--- src/rtl/multicycle_ctrl_if.sv ---
// Controller <-> datapath/memory bundle. Signal names carry the controller's view (_i in, _o out).
interface multicycle_ctrl_if;
  logic [6:0] opcode_i;
  logic [2:0] funct3_i;
  logic [6:0] funct7_i;
  logic       br_taken_i;
  logic       imem_req_o;
  logic       imem_ack_i;
  logic       dmem_req_o;
  logic       dmem_we_o;
  logic       dmem_ack_i;
  logic       ir_we_o;
  logic       pc_we_o;
  logic [1:0] pc_sel_o;
  logic [2:0] imm_sel_o;
  logic       alu_a_sel_o;
  logic       alu_b_sel_o;
  logic [3:0] alu_op_o;
  logic       rf_we_o;
  logic [1:0] wb_sel_o;
  logic       illegal_o;
  logic       timeout_o;
  logic [2:0] state_o;

  modport master (
    input  opcode_i, funct3_i, funct7_i, br_taken_i, imem_ack_i, dmem_ack_i,
    output imem_req_o, dmem_req_o, dmem_we_o, ir_we_o, pc_we_o, pc_sel_o, imm_sel_o,
           alu_a_sel_o, alu_b_sel_o, alu_op_o, rf_we_o, wb_sel_o, illegal_o, timeout_o, state_o
  );
  modport slave (
    output opcode_i, funct3_i, funct7_i, br_taken_i, imem_ack_i, dmem_ack_i,
    input  imem_req_o, dmem_req_o, dmem_we_o, ir_we_o, pc_we_o, pc_sel_o, imm_sel_o,
           alu_a_sel_o, alu_b_sel_o, alu_op_o, rf_we_o, wb_sel_o, illegal_o, timeout_o, state_o
  );
endinterface

--- src/rtl/multicycle_ctrl.sv ---
// Multicycle RV32I control FSM: fetch/decode/execute/memory/writeback sequencing with memory-ack timeout trap.
// Outputs are decoded from state; all of them are held at 0 while rst_ni is low.
module multicycle_ctrl #(
  parameter int unsigned MEM_WAIT_MAX = 255
) (
  input  logic             clk_i,
  input  logic             rst_ni,
  multicycle_ctrl_if.master bus
);
  localparam logic [2:0] S_FETCH = 3'd0, S_DECODE = 3'd1, S_EXEC = 3'd2,
                         S_MEM   = 3'd3, S_WB     = 3'd4, S_TRAP = 3'd5;
  localparam logic [3:0] C_OP = 4'd0, C_OPIMM = 4'd1, C_LUI = 4'd2, C_AUIPC = 4'd3, C_JAL = 4'd4,
                         C_JALR = 4'd5, C_BR = 4'd6, C_LD = 4'd7, C_ST = 4'd8, C_FENCE = 4'd9, C_ILL = 4'd10;
  localparam logic [2:0] IMM_I = 3'd0, IMM_S = 3'd1, IMM_B = 3'd2, IMM_U = 3'd3, IMM_J = 3'd4;
  localparam int CW = (MEM_WAIT_MAX > 1) ? $clog2(MEM_WAIT_MAX) : 1;
  localparam logic [CW-1:0] LAST = CW'((MEM_WAIT_MAX > 0) ? MEM_WAIT_MAX - 1 : 0);

  function automatic logic [3:0] classify(input logic [6:0] opc);
    case (opc)
      7'b0110011: return C_OP;
      7'b0010011: return C_OPIMM;
      7'b0110111: return C_LUI;
      7'b0010111: return C_AUIPC;
      7'b1101111: return C_JAL;
      7'b1100111: return C_JALR;
      7'b1100011: return C_BR;
      7'b0000011: return C_LD;
      7'b0100011: return C_ST;
      7'b0001111: return C_FENCE;
      default:    return C_ILL;  // includes SYSTEM
    endcase
  endfunction

  function automatic logic [2:0] imm_of(input logic [3:0] c);
    case (c)
      C_ST:          return IMM_S;
      C_BR:          return IMM_B;
      C_LUI, C_AUIPC: return IMM_U;
      C_JAL:         return IMM_J;
      default:       return IMM_I;
    endcase
  endfunction

  logic [2:0]    state_q, state_d;
  logic [3:0]    cls_q, cls_d, cls_cur;
  logic          ill_q, ill_d, to_q, to_d;
  logic [CW-1:0] cnt_q, cnt_d;
  logic          wait_hit;
  logic          imem_req, dmem_req, dmem_we, ir_we, pc_we, rf_we, a_sel, b_sel;
  logic [1:0]    pc_sel, wb_sel;
  logic [2:0]    imm_sel;
  logic [3:0]    alu_op;
  logic          unused_funct7;

  assign unused_funct7 = ^{bus.funct7_i[6], bus.funct7_i[4:0]};
  // Class is taken live from the decoder during DECODE and from the register afterwards.
  assign cls_cur  = (state_q == S_DECODE) ? classify(bus.opcode_i) : cls_q;
  assign wait_hit = (MEM_WAIT_MAX != 0) && (cnt_q == LAST);

  always_comb begin
    state_d = state_q; cls_d = cls_q; ill_d = ill_q; to_d = to_q; cnt_d = '0;
    imem_req = 1'b0; dmem_req = 1'b0; dmem_we = 1'b0; ir_we = 1'b0; pc_we = 1'b0; rf_we = 1'b0;
    a_sel = 1'b0; b_sel = 1'b0; pc_sel = 2'd0; wb_sel = 2'd0; imm_sel = 3'd0; alu_op = 4'd0;
    if (rst_ni) begin
      if (state_q inside {S_DECODE, S_EXEC, S_MEM, S_WB}) imm_sel = imm_of(cls_cur);
      if (state_q inside {S_EXEC, S_MEM, S_WB}) begin
        a_sel = (cls_q == C_AUIPC);
        b_sel = (cls_q inside {C_OPIMM, C_LD, C_ST, C_AUIPC, C_JALR});
        // Immediate ALU ops only carry funct7[5] for the shift-right pair.
        if (cls_q == C_OP) alu_op = {bus.funct7_i[5], bus.funct3_i};
        else if (cls_q == C_OPIMM) alu_op = {(bus.funct3_i == 3'b101) & bus.funct7_i[5], bus.funct3_i};
      end
      case (state_q)
        S_FETCH: begin
          imem_req = 1'b1;
          if (bus.imem_ack_i) begin
            ir_we = 1'b1; state_d = S_DECODE;
          end else if (wait_hit) begin
            state_d = S_TRAP; to_d = 1'b1;
          end else cnt_d = cnt_q + 1'b1;
        end
        S_DECODE: begin
          cls_d = cls_cur;
          if (cls_cur == C_ILL) begin
            state_d = S_TRAP; ill_d = 1'b1;
          end else state_d = S_EXEC;
        end
        S_EXEC: begin
          case (cls_q)
            C_BR:       begin pc_we = 1'b1; pc_sel = bus.br_taken_i ? 2'd1 : 2'd0; state_d = S_FETCH; end
            C_FENCE:    begin pc_we = 1'b1; state_d = S_FETCH; end
            C_LD, C_ST: state_d = S_MEM;
            default:    state_d = S_WB;
          endcase
        end
        S_MEM: begin
          dmem_req = 1'b1;
          dmem_we  = (cls_q == C_ST);
          if (bus.dmem_ack_i) begin
            if (cls_q == C_ST) begin pc_we = 1'b1; state_d = S_FETCH; end
            else state_d = S_WB;
          end else if (wait_hit) begin
            state_d = S_TRAP; to_d = 1'b1;
          end else cnt_d = cnt_q + 1'b1;
        end
        S_WB: begin
          rf_we = 1'b1; pc_we = 1'b1; state_d = S_FETCH;
          case (cls_q)
            C_LD:          wb_sel = 2'd1;
            C_JAL, C_JALR: wb_sel = 2'd2;
            C_LUI:         wb_sel = 2'd3;
            default:       wb_sel = 2'd0;
          endcase
          if (cls_q == C_JAL) pc_sel = 2'd1;
          else if (cls_q == C_JALR) pc_sel = 2'd2;
        end
        default: ;
      endcase
    end
  end

  always_ff @(posedge clk_i or negedge rst_ni) begin
    if (!rst_ni) begin
      state_q <= S_FETCH; cls_q <= C_OP; ill_q <= 1'b0; to_q <= 1'b0; cnt_q <= '0;
    end else begin
      state_q <= state_d; cls_q <= cls_d; ill_q <= ill_d; to_q <= to_d; cnt_q <= cnt_d;
    end
  end

  assign bus.imem_req_o  = imem_req;
  assign bus.dmem_req_o  = dmem_req;
  assign bus.dmem_we_o   = dmem_we;
  assign bus.ir_we_o     = ir_we;
  assign bus.pc_we_o     = pc_we;
  assign bus.pc_sel_o    = pc_sel;
  assign bus.imm_sel_o   = imm_sel;
  assign bus.alu_a_sel_o = a_sel;
  assign bus.alu_b_sel_o = b_sel;
  assign bus.alu_op_o    = alu_op;
  assign bus.rf_we_o     = rf_we;
  assign bus.wb_sel_o    = wb_sel;
  assign bus.illegal_o   = ill_q;
  assign bus.timeout_o   = to_q;
  assign bus.state_o     = state_q;
endmodule

--- src/flat_wrapper.sv ---
// flat-port wrapper written by rule: the top's interface ports become plain ports
module multicycle_ctrl_flat 
#(
  parameter int unsigned MEM_WAIT_MAX = 255
)
  (clk_i, rst_ni, bus_opcode_i, bus_funct3_i, bus_funct7_i, bus_br_taken_i, bus_imem_ack_i, bus_dmem_ack_i, bus_imem_req_o, bus_dmem_req_o, bus_dmem_we_o, bus_ir_we_o, bus_pc_we_o, bus_pc_sel_o, bus_imm_sel_o, bus_alu_a_sel_o, bus_alu_b_sel_o, bus_alu_op_o, bus_rf_we_o, bus_wb_sel_o, bus_illegal_o, bus_timeout_o, bus_state_o);
  multicycle_ctrl_if bus_i ();
  input  logic clk_i;
  input  logic rst_ni;
  input wire logic [$bits(bus_i.opcode_i)-1:0] bus_opcode_i;
  input wire logic [$bits(bus_i.funct3_i)-1:0] bus_funct3_i;
  input wire logic [$bits(bus_i.funct7_i)-1:0] bus_funct7_i;
  input wire logic [$bits(bus_i.br_taken_i)-1:0] bus_br_taken_i;
  input wire logic [$bits(bus_i.imem_ack_i)-1:0] bus_imem_ack_i;
  input wire logic [$bits(bus_i.dmem_ack_i)-1:0] bus_dmem_ack_i;
  output wire logic [$bits(bus_i.imem_req_o)-1:0] bus_imem_req_o;
  output wire logic [$bits(bus_i.dmem_req_o)-1:0] bus_dmem_req_o;
  output wire logic [$bits(bus_i.dmem_we_o)-1:0] bus_dmem_we_o;
  output wire logic [$bits(bus_i.ir_we_o)-1:0] bus_ir_we_o;
  output wire logic [$bits(bus_i.pc_we_o)-1:0] bus_pc_we_o;
  output wire logic [$bits(bus_i.pc_sel_o)-1:0] bus_pc_sel_o;
  output wire logic [$bits(bus_i.imm_sel_o)-1:0] bus_imm_sel_o;
  output wire logic [$bits(bus_i.alu_a_sel_o)-1:0] bus_alu_a_sel_o;
  output wire logic [$bits(bus_i.alu_b_sel_o)-1:0] bus_alu_b_sel_o;
  output wire logic [$bits(bus_i.alu_op_o)-1:0] bus_alu_op_o;
  output wire logic [$bits(bus_i.rf_we_o)-1:0] bus_rf_we_o;
  output wire logic [$bits(bus_i.wb_sel_o)-1:0] bus_wb_sel_o;
  output wire logic [$bits(bus_i.illegal_o)-1:0] bus_illegal_o;
  output wire logic [$bits(bus_i.timeout_o)-1:0] bus_timeout_o;
  output wire logic [$bits(bus_i.state_o)-1:0] bus_state_o;
  assign bus_i.opcode_i = bus_opcode_i;
  assign bus_i.funct3_i = bus_funct3_i;
  assign bus_i.funct7_i = bus_funct7_i;
  assign bus_i.br_taken_i = bus_br_taken_i;
  assign bus_i.imem_ack_i = bus_imem_ack_i;
  assign bus_i.dmem_ack_i = bus_dmem_ack_i;
  assign bus_imem_req_o = bus_i.imem_req_o;
  assign bus_dmem_req_o = bus_i.dmem_req_o;
  assign bus_dmem_we_o = bus_i.dmem_we_o;
  assign bus_ir_we_o = bus_i.ir_we_o;
  assign bus_pc_we_o = bus_i.pc_we_o;
  assign bus_pc_sel_o = bus_i.pc_sel_o;
  assign bus_imm_sel_o = bus_i.imm_sel_o;
  assign bus_alu_a_sel_o = bus_i.alu_a_sel_o;
  assign bus_alu_b_sel_o = bus_i.alu_b_sel_o;
  assign bus_alu_op_o = bus_i.alu_op_o;
  assign bus_rf_we_o = bus_i.rf_we_o;
  assign bus_wb_sel_o = bus_i.wb_sel_o;
  assign bus_illegal_o = bus_i.illegal_o;
  assign bus_timeout_o = bus_i.timeout_o;
  assign bus_state_o = bus_i.state_o;
  multicycle_ctrl #(.MEM_WAIT_MAX(MEM_WAIT_MAX)) u_core (.clk_i(clk_i), .rst_ni(rst_ni), .bus(bus_i));
endmodule
--- config.mk ---
export PLATFORM = sky130hd
export DESIGN_NAME = multicycle_ctrl_flat
export DESIGN_NICKNAME = d
export VERILOG_FILES = /design/src/rtl/multicycle_ctrl_if.sv /design/src/rtl/multicycle_ctrl.sv /design/src/flat_wrapper.sv
export SDC_FILE = /design/constraint.sdc
export NUM_CORES = 1
export LEC_CHECK = 0
export CELL_PAD_IN_SITES_DETAIL_PLACEMENT = 0
export CELL_PAD_IN_SITES_GLOBAL_PLACEMENT = 1
export CORE_UTILIZATION = 31
export CTS_CLUSTER_DIAMETER = 100
export DETAILED_ROUTE_END_ITERATION = 10
export GPL_TIMING_DRIVEN = 0
export PLACE_DENSITY_LB_ADDON = 0.2
export REMOVE_ABC_BUFFERS = 1
export SLEW_MARGIN = 30
export SYNTH_ARGS = -nofsm -noshare
export SYNTH_HDL_FRONTEND = slang
export SYNTH_SLANG_ARGS = --single-unit
--- constraint.sdc ---
create_clock -name clk_i -period 1.8 [get_ports clk_i]
set_input_delay 0.27 -clock clk_i [delete_from_list [all_inputs] [get_ports clk_i]]
set_output_delay 0.27 -clock clk_i [all_outputs]
set_load 0.03 [all_outputs]
---- Word-level counts from Yosys, hierarchy flattened ----
Cells that the tools add are included.
storage, ports and cells
  register bits ........................... 17
  latch bits .............................. 0
  memory bits (writable) .................. 0
  ROM bits ................................ 0
  bits of input ports ..................... 22
  output and inout port bits .............. 24
  memories kept ........................... 0
operators by class
  add/sub/neg operators ................... 1
  multipliers ............................. 0
  div/mod/pow operators ................... 0
  $lt $le $gt $ge ......................... 0
  equality and inequality tests ........... 33
  shift operators ......................... 0
  mux-type cells .......................... 54
  bitwise operators ....................... 1
  reduce and logical (&&, ||, !) cells .... 15
operators with widths
  operator                                             count
  case mux 4 bit (10 select lines)                     1
  two-way mux 8 bit                                    4
  equality test 4 x 3 -> 1 bit, second input constant  6
  two-way mux 1 bit                                    23
  equality test 7 x 6 -> 1 bit, second input constant  3
  equality test 7 bit, second input constant           3
  two-way mux 3 bit                                    7
  two-way mux 4 bit                                    5
  equality test 4 x 2 -> 1 bit, second input constant  4
  equality test 4 bit, second input constant           4
  case mux 8 bit (2 select lines)                      1
  case mux 3 bit (5 select lines)                      1
  equality test 7 x 5 -> 1 bit, second input constant  2
  two-way mux 2 bit                                    6
  case mux 3 bit (4 select lines)                      1
  nonzero test 5 bit                                   2
  adder 8 x 1 -> 8 bit, second input constant          1
  equality test 8 bit, second input constant           1
  OR reduction 2 bit                                   4
  equality test 7 x 2 -> 1 bit, second input constant  1
  equality test 7 x 4 -> 1 bit, second input constant  1
  equality test 3 x 2 -> 1 bit, second input constant  2
  equality test 3 bit, second input constant           2
  case mux 2 bit (3 select lines)                      1
  other kinds (16)                                     18

---- Logic depth before layout (Yosys ltp) ----
  depth in word-level cells ............... 8
  depth in mapped cells ................... 7
  gate-level depth less buffers ........... 6

---- Worst setup path before layout ----
No wires, ideal clock.
  kind .................................... register to output
  start ................................... reg u_core.state_q[2] (netlist: u_core.bus.state_o[2])
  end ..................................... out bus_imm_sel_o[0]
  data arrival time ....................... 2.186 ns
  slack ................................... -0.656 ns
  stages on the path, launching flop included .. 6
  path buffers ............................ 1
  cells stage by stage .................... dfrtp_1 -> clkbuf_8 -> nor3b_2 -> mux2_4 -> or3b_1 -> a311oi_2
between the ends
  cells in the longest elaborated chain, start to end .. 7
  elaborated cells between the ends (all ways) .. 15
RTL lines
  what                             line                                          text
  start: declaration               multicycle_ctrl.sv:44                         logic [2:0] state_q, state_d;
  start signal: assignment         multicycle_ctrl.sv:126                        state_q <= state_d; cls_q <= cls_d; ill_q <= ill_d; to_q <= to_d; cnt_q <= cnt_d;
  equality test 3 x 1 -> 1 bit     multicycle_ctrl.sv:57, multicycle_ctrl.sv:65
  two-way mux 4 bit                multicycle_ctrl.sv:57                         assign cls_cur = (state_q == S_DECODE) ? classify(bus.opcode_i) : cls_q;
  equality test 4 x 2 -> 1 bit     multicycle_ctrl.sv:35                         case (c)
  OR reduction 2 bit               multicycle_ctrl.sv:35
  case mux 3 bit (4 select lines)  multicycle_ctrl.sv:35
  two-way mux 3 bit *              multicycle_ctrl.sv:65                         if (state_q inside {S_DECODE, S_EXEC, S_MEM, S_WB}) imm_sel = imm_of(cls_cur);
  two-way mux 3 bit *              multicycle_ctrl.sv:64                         if (rst_ni) begin
  end: declaration                 flat_wrapper.sv:22                            output wire logic [$bits(bus_i.imm_sel_o)-1:0] bus_imm_sel_o;
Mark *: on every way between the ends. The rest lies on a longest branch, timed or not.

---- Final worst setup path ----
Same ends and word-level chain as after synthesis.

==> results.yml <==
clock_network:
  clock-sinks: 17
  insertion_delay_ns: 0.25
  clockRootBuffer: "clkbuf_8"
  cts_buffer_depth: 2
  path_clk_slew_ns: 0.07
  cts_tree: "built"
  cts_made_buffers: 3
  cts_htree_levels: 1
  hold_buffers: 0
setup_path:
  start_kind: "flop"
  arrival_ns: 2.12
  cp_max_fo: 5
  end_kind: "output port"
  critical_path_class: "reg2out"
  cp.required_ns: 1.53
layout:
  drive_above_1_share_pct: 41.9
  multi_input_comb_area_um2: 1190
  nFillCells: 445
  utilization_pct: 51.8
  regArea_um2: 434
  n_antenna_cell: 0
  fin_nets: 285
  syn_to_final_growth_pct: 60.2
timing:
  worstMarginPinSlew_ns: 0.663
  finClkSkew_ns: 0.00344
  setup_tns_ns: -4.76
  setup_ws_ns: -0.591
  finalHoldViolations: 0
  rsz0062_at_grt: "yes"
  slew_headroom_pct: 55.8
  setup-violations-final: 19
  report.final.slew_viol_count: 0
  fmax_mhz: 418
  fin_crit_ns: 2.39
  post-route-period-util_pct: 133
floorplan:
  io_pins: 46
  core_um2: 4720
  die_y_um: 72.2
  die_w_um: 72.2
  fp.dieArea_um2: 5210
  num_rows: 25
  initial_core_util_pct: 32.3
power:
  vdd_drop_max_v: 0.000400
  power_switching_share_pct: 43.3
  power_frac_comb_pct: 68.9
  power.clock.fraction_pct: 10.2
  power_density_nw_per_um2: 1150
  p_leak_nw: 1.02
  power.internal_w: 0.00159
  p_switching_w: 0.00122
  power_frac_seq_pct: 20.9
placement:
  gp_congestion: 0.721
  dpl.hpwl_um: 2880
  portBuffers: 39
min_path:
  hold_path_class: "in2async"
synthesis:
  synth_ff_type: "dfrtp_1"
  ys_warn_count: 0
  syn_area_um2: 1530
  async_reset_ff_share_pct: 100
  ys_ff_latch: 17
  synth_cells: 190
  synth_edf_count: 0
  avgSynthCellArea_um2: 8.03
  yosysUniqueCellTypes: 60
  yosysSeqAreaShare_pct: 27.9
detailed_routing:
  drtIter0Drc: 94
  final_antenna_net_count: 0
  via_per_inst: 5.13
  avgRoutedWirePerCell_um: 14.1
  dr.pass1.iters: 4
  drt_wl_total_um: 4630
  drc: 0
  vias: 1677
global_route:
  grt_max_degree: 31
  antenna_found_initial: 0
  grt_pass1_wl_um: 7320
  grt.overflow.total: 0
  grt_usage_pct: 17.9
  grt_pass1_vias: 1578
flow_run:
  drv_cap: 0
status:
  run_status: "complete, but fails checks"
  violations: "setup timing"
## per-stage QoR
step	total power (W)	setup WS [ns]	hold WS, ns	instances	instance area, µm²
6_report	0.00281	-0.591	0.0497	327	2450
5_1_grt	0.00298	-0.637	0.0763	327	2450
4_1_cts	0.00262	-0.593	0.0558	319	2340
3_5_place_dp	0.00173	-1.50	0.316	287	1920
3_3_place_gp	0.00175	-1.68	0.452	287	1930
2_1_floorplan	0.00137	-1.02	-0.0256	181	1450
## worst max-delay path, stage by stage, from the launching register on
cell and delay [ns]:
dfrtp_2 0.44, nor3b_4 0.23, buf_6 0.15, mux2_4 0.30, or3b_1 0.36, a311oi_2 0.19
buf_4 0.20
## synth_stat cells, types with 3 or more instances
library cell / number / area share (%)
nor2_1: 23 / 5.7
dfrtp_1: 17 / 28
nand2_1: 15 / 3.7
nor3_1: 9 / 3.0
o21ai_0: 9 / 3.0
nand3_1: 8 / 2.6
a21oi_1: 7 / 2.3
and2_1: 7 / 2.9
inv_1: 7 / 1.7
nor2b_1: 6 / 2.5
xor2_1: 6 / 3.4
nand2b_1: 4 / 1.6
nand3b_1: 4 / 2.0
or3_1: 4 / 1.6
a21o_1: 3 / 1.5
and3_1: 3 / 1.2
clkbuf_1: 3 / 0.74
nand4_1: 3 / 1.2
o2111ai_1: 3 / 1.7
## final cells by class
type | count | share of cell area [%]
tap | 67 | 3.43
clock inverter | 1 | 0.205
multi-input combinational | 157 | 48.8
timing repair buffer | 75 | 27.0
sequential | 17 | 17.7
clock buffer | 3 | 1.69
inverter | 7 | 1.18
## routing by layer
layer	part of all wire [%]	wire (µm)	GRT usage (%)	vias up
met2	47	2170	30.5	45
met4	1.0	48	3.92	0
li1	-	-	-	830
met3	3.6	166	2.50	8
met5	0	0	0	-
met1	48	2240	24.0	794
## worst paths after layout
path	from	end	slack [ns]	cells after the start
hold / removal	rst_ni	u_core.cls_q[0]$_DFFE_PN0P_	0.05	1
max in group asynchronous	rst_ni	u_core.bus.state_o[1]$_DFFE_PN0P_	1.28	1
setup reg to reg	u_core.bus.state_o[2]$_DFFE_PN0P_	u_core.bus.state_o[2]$_DFFE_PN0P_	0.02	10
setup / recovery	u_core.bus.state_o[2]$_DFFE_PN0P_	bus_imm_sel_o[0]	-0.59	6
hold reg to reg	u_core.bus.timeout_o$_DFFE_PN0P_	u_core.bus.timeout_o$_DFFE_PN0P_	0.47	2
min in group clk_i	u_core.bus.timeout_o$_DFFE_PN0P_	u_core.bus.timeout_o$_DFFE_PN0P_	0.47	2
## what timing repair did
| action | in CTS | in global routing |
|---|---|---|
| cloned | 0 | 0 |
| resized for setup | 145 | 20 |
| endpoints found under the setup margin | 29 | 20 |
| pin swaps | 4 | 6 |
| buffers inserted | 29 | 8 |
## power groups by stage
stage	registers (W)	logic, W	clock network [W]
6_report	0.000586	0.00193	0.000288
5_1_grt	0.000595	0.00207	0.000315
4_1_cts	0.000584	0.00174	0.000300
3_5_place_dp	0.000676	0.00106	0
3_3_place_gp	0.000679	0.00107	0
2_1_floorplan	0.000680	0.000691	0
## state kept, by name, indices dropped and copies added, names as in the netlist
signal / count
u_core.bus.illegal_o: 1
u_core.bus.state_o: 3
u_core.bus.timeout_o: 1
u_core.cls_q: 4
u_core.cnt_q: 8
## logic make-up (layout without fill, tap and decap cells)
kind of cell               Yosys count  in the layout  share of synthesized area [%]
DFF                                 17             17                           27.9
xor gates and xnor gates             7              7                           4.02
buffers and inverters               16             86                           6.48
AOI/OAI and AO/OA                   44             44                           21.5
and+or+nand+nor                    101            101                           36.1
adders and majority gates            2              2                           1.64
muxes                                3              3                           2.38
## cell usage in the layout (no fill, tap or decap), types with 8 or more instances in the layout
master and count:
buf_4 34, nand3_1 8, nand2_1 11, dfrtp_1 10
buf_6 10, clkdlybuf4s50_1 10, o21ai_0 8, nor2_1 23
clkdlybuf4s15_2 9
Power figures use the tool's default switching activity.
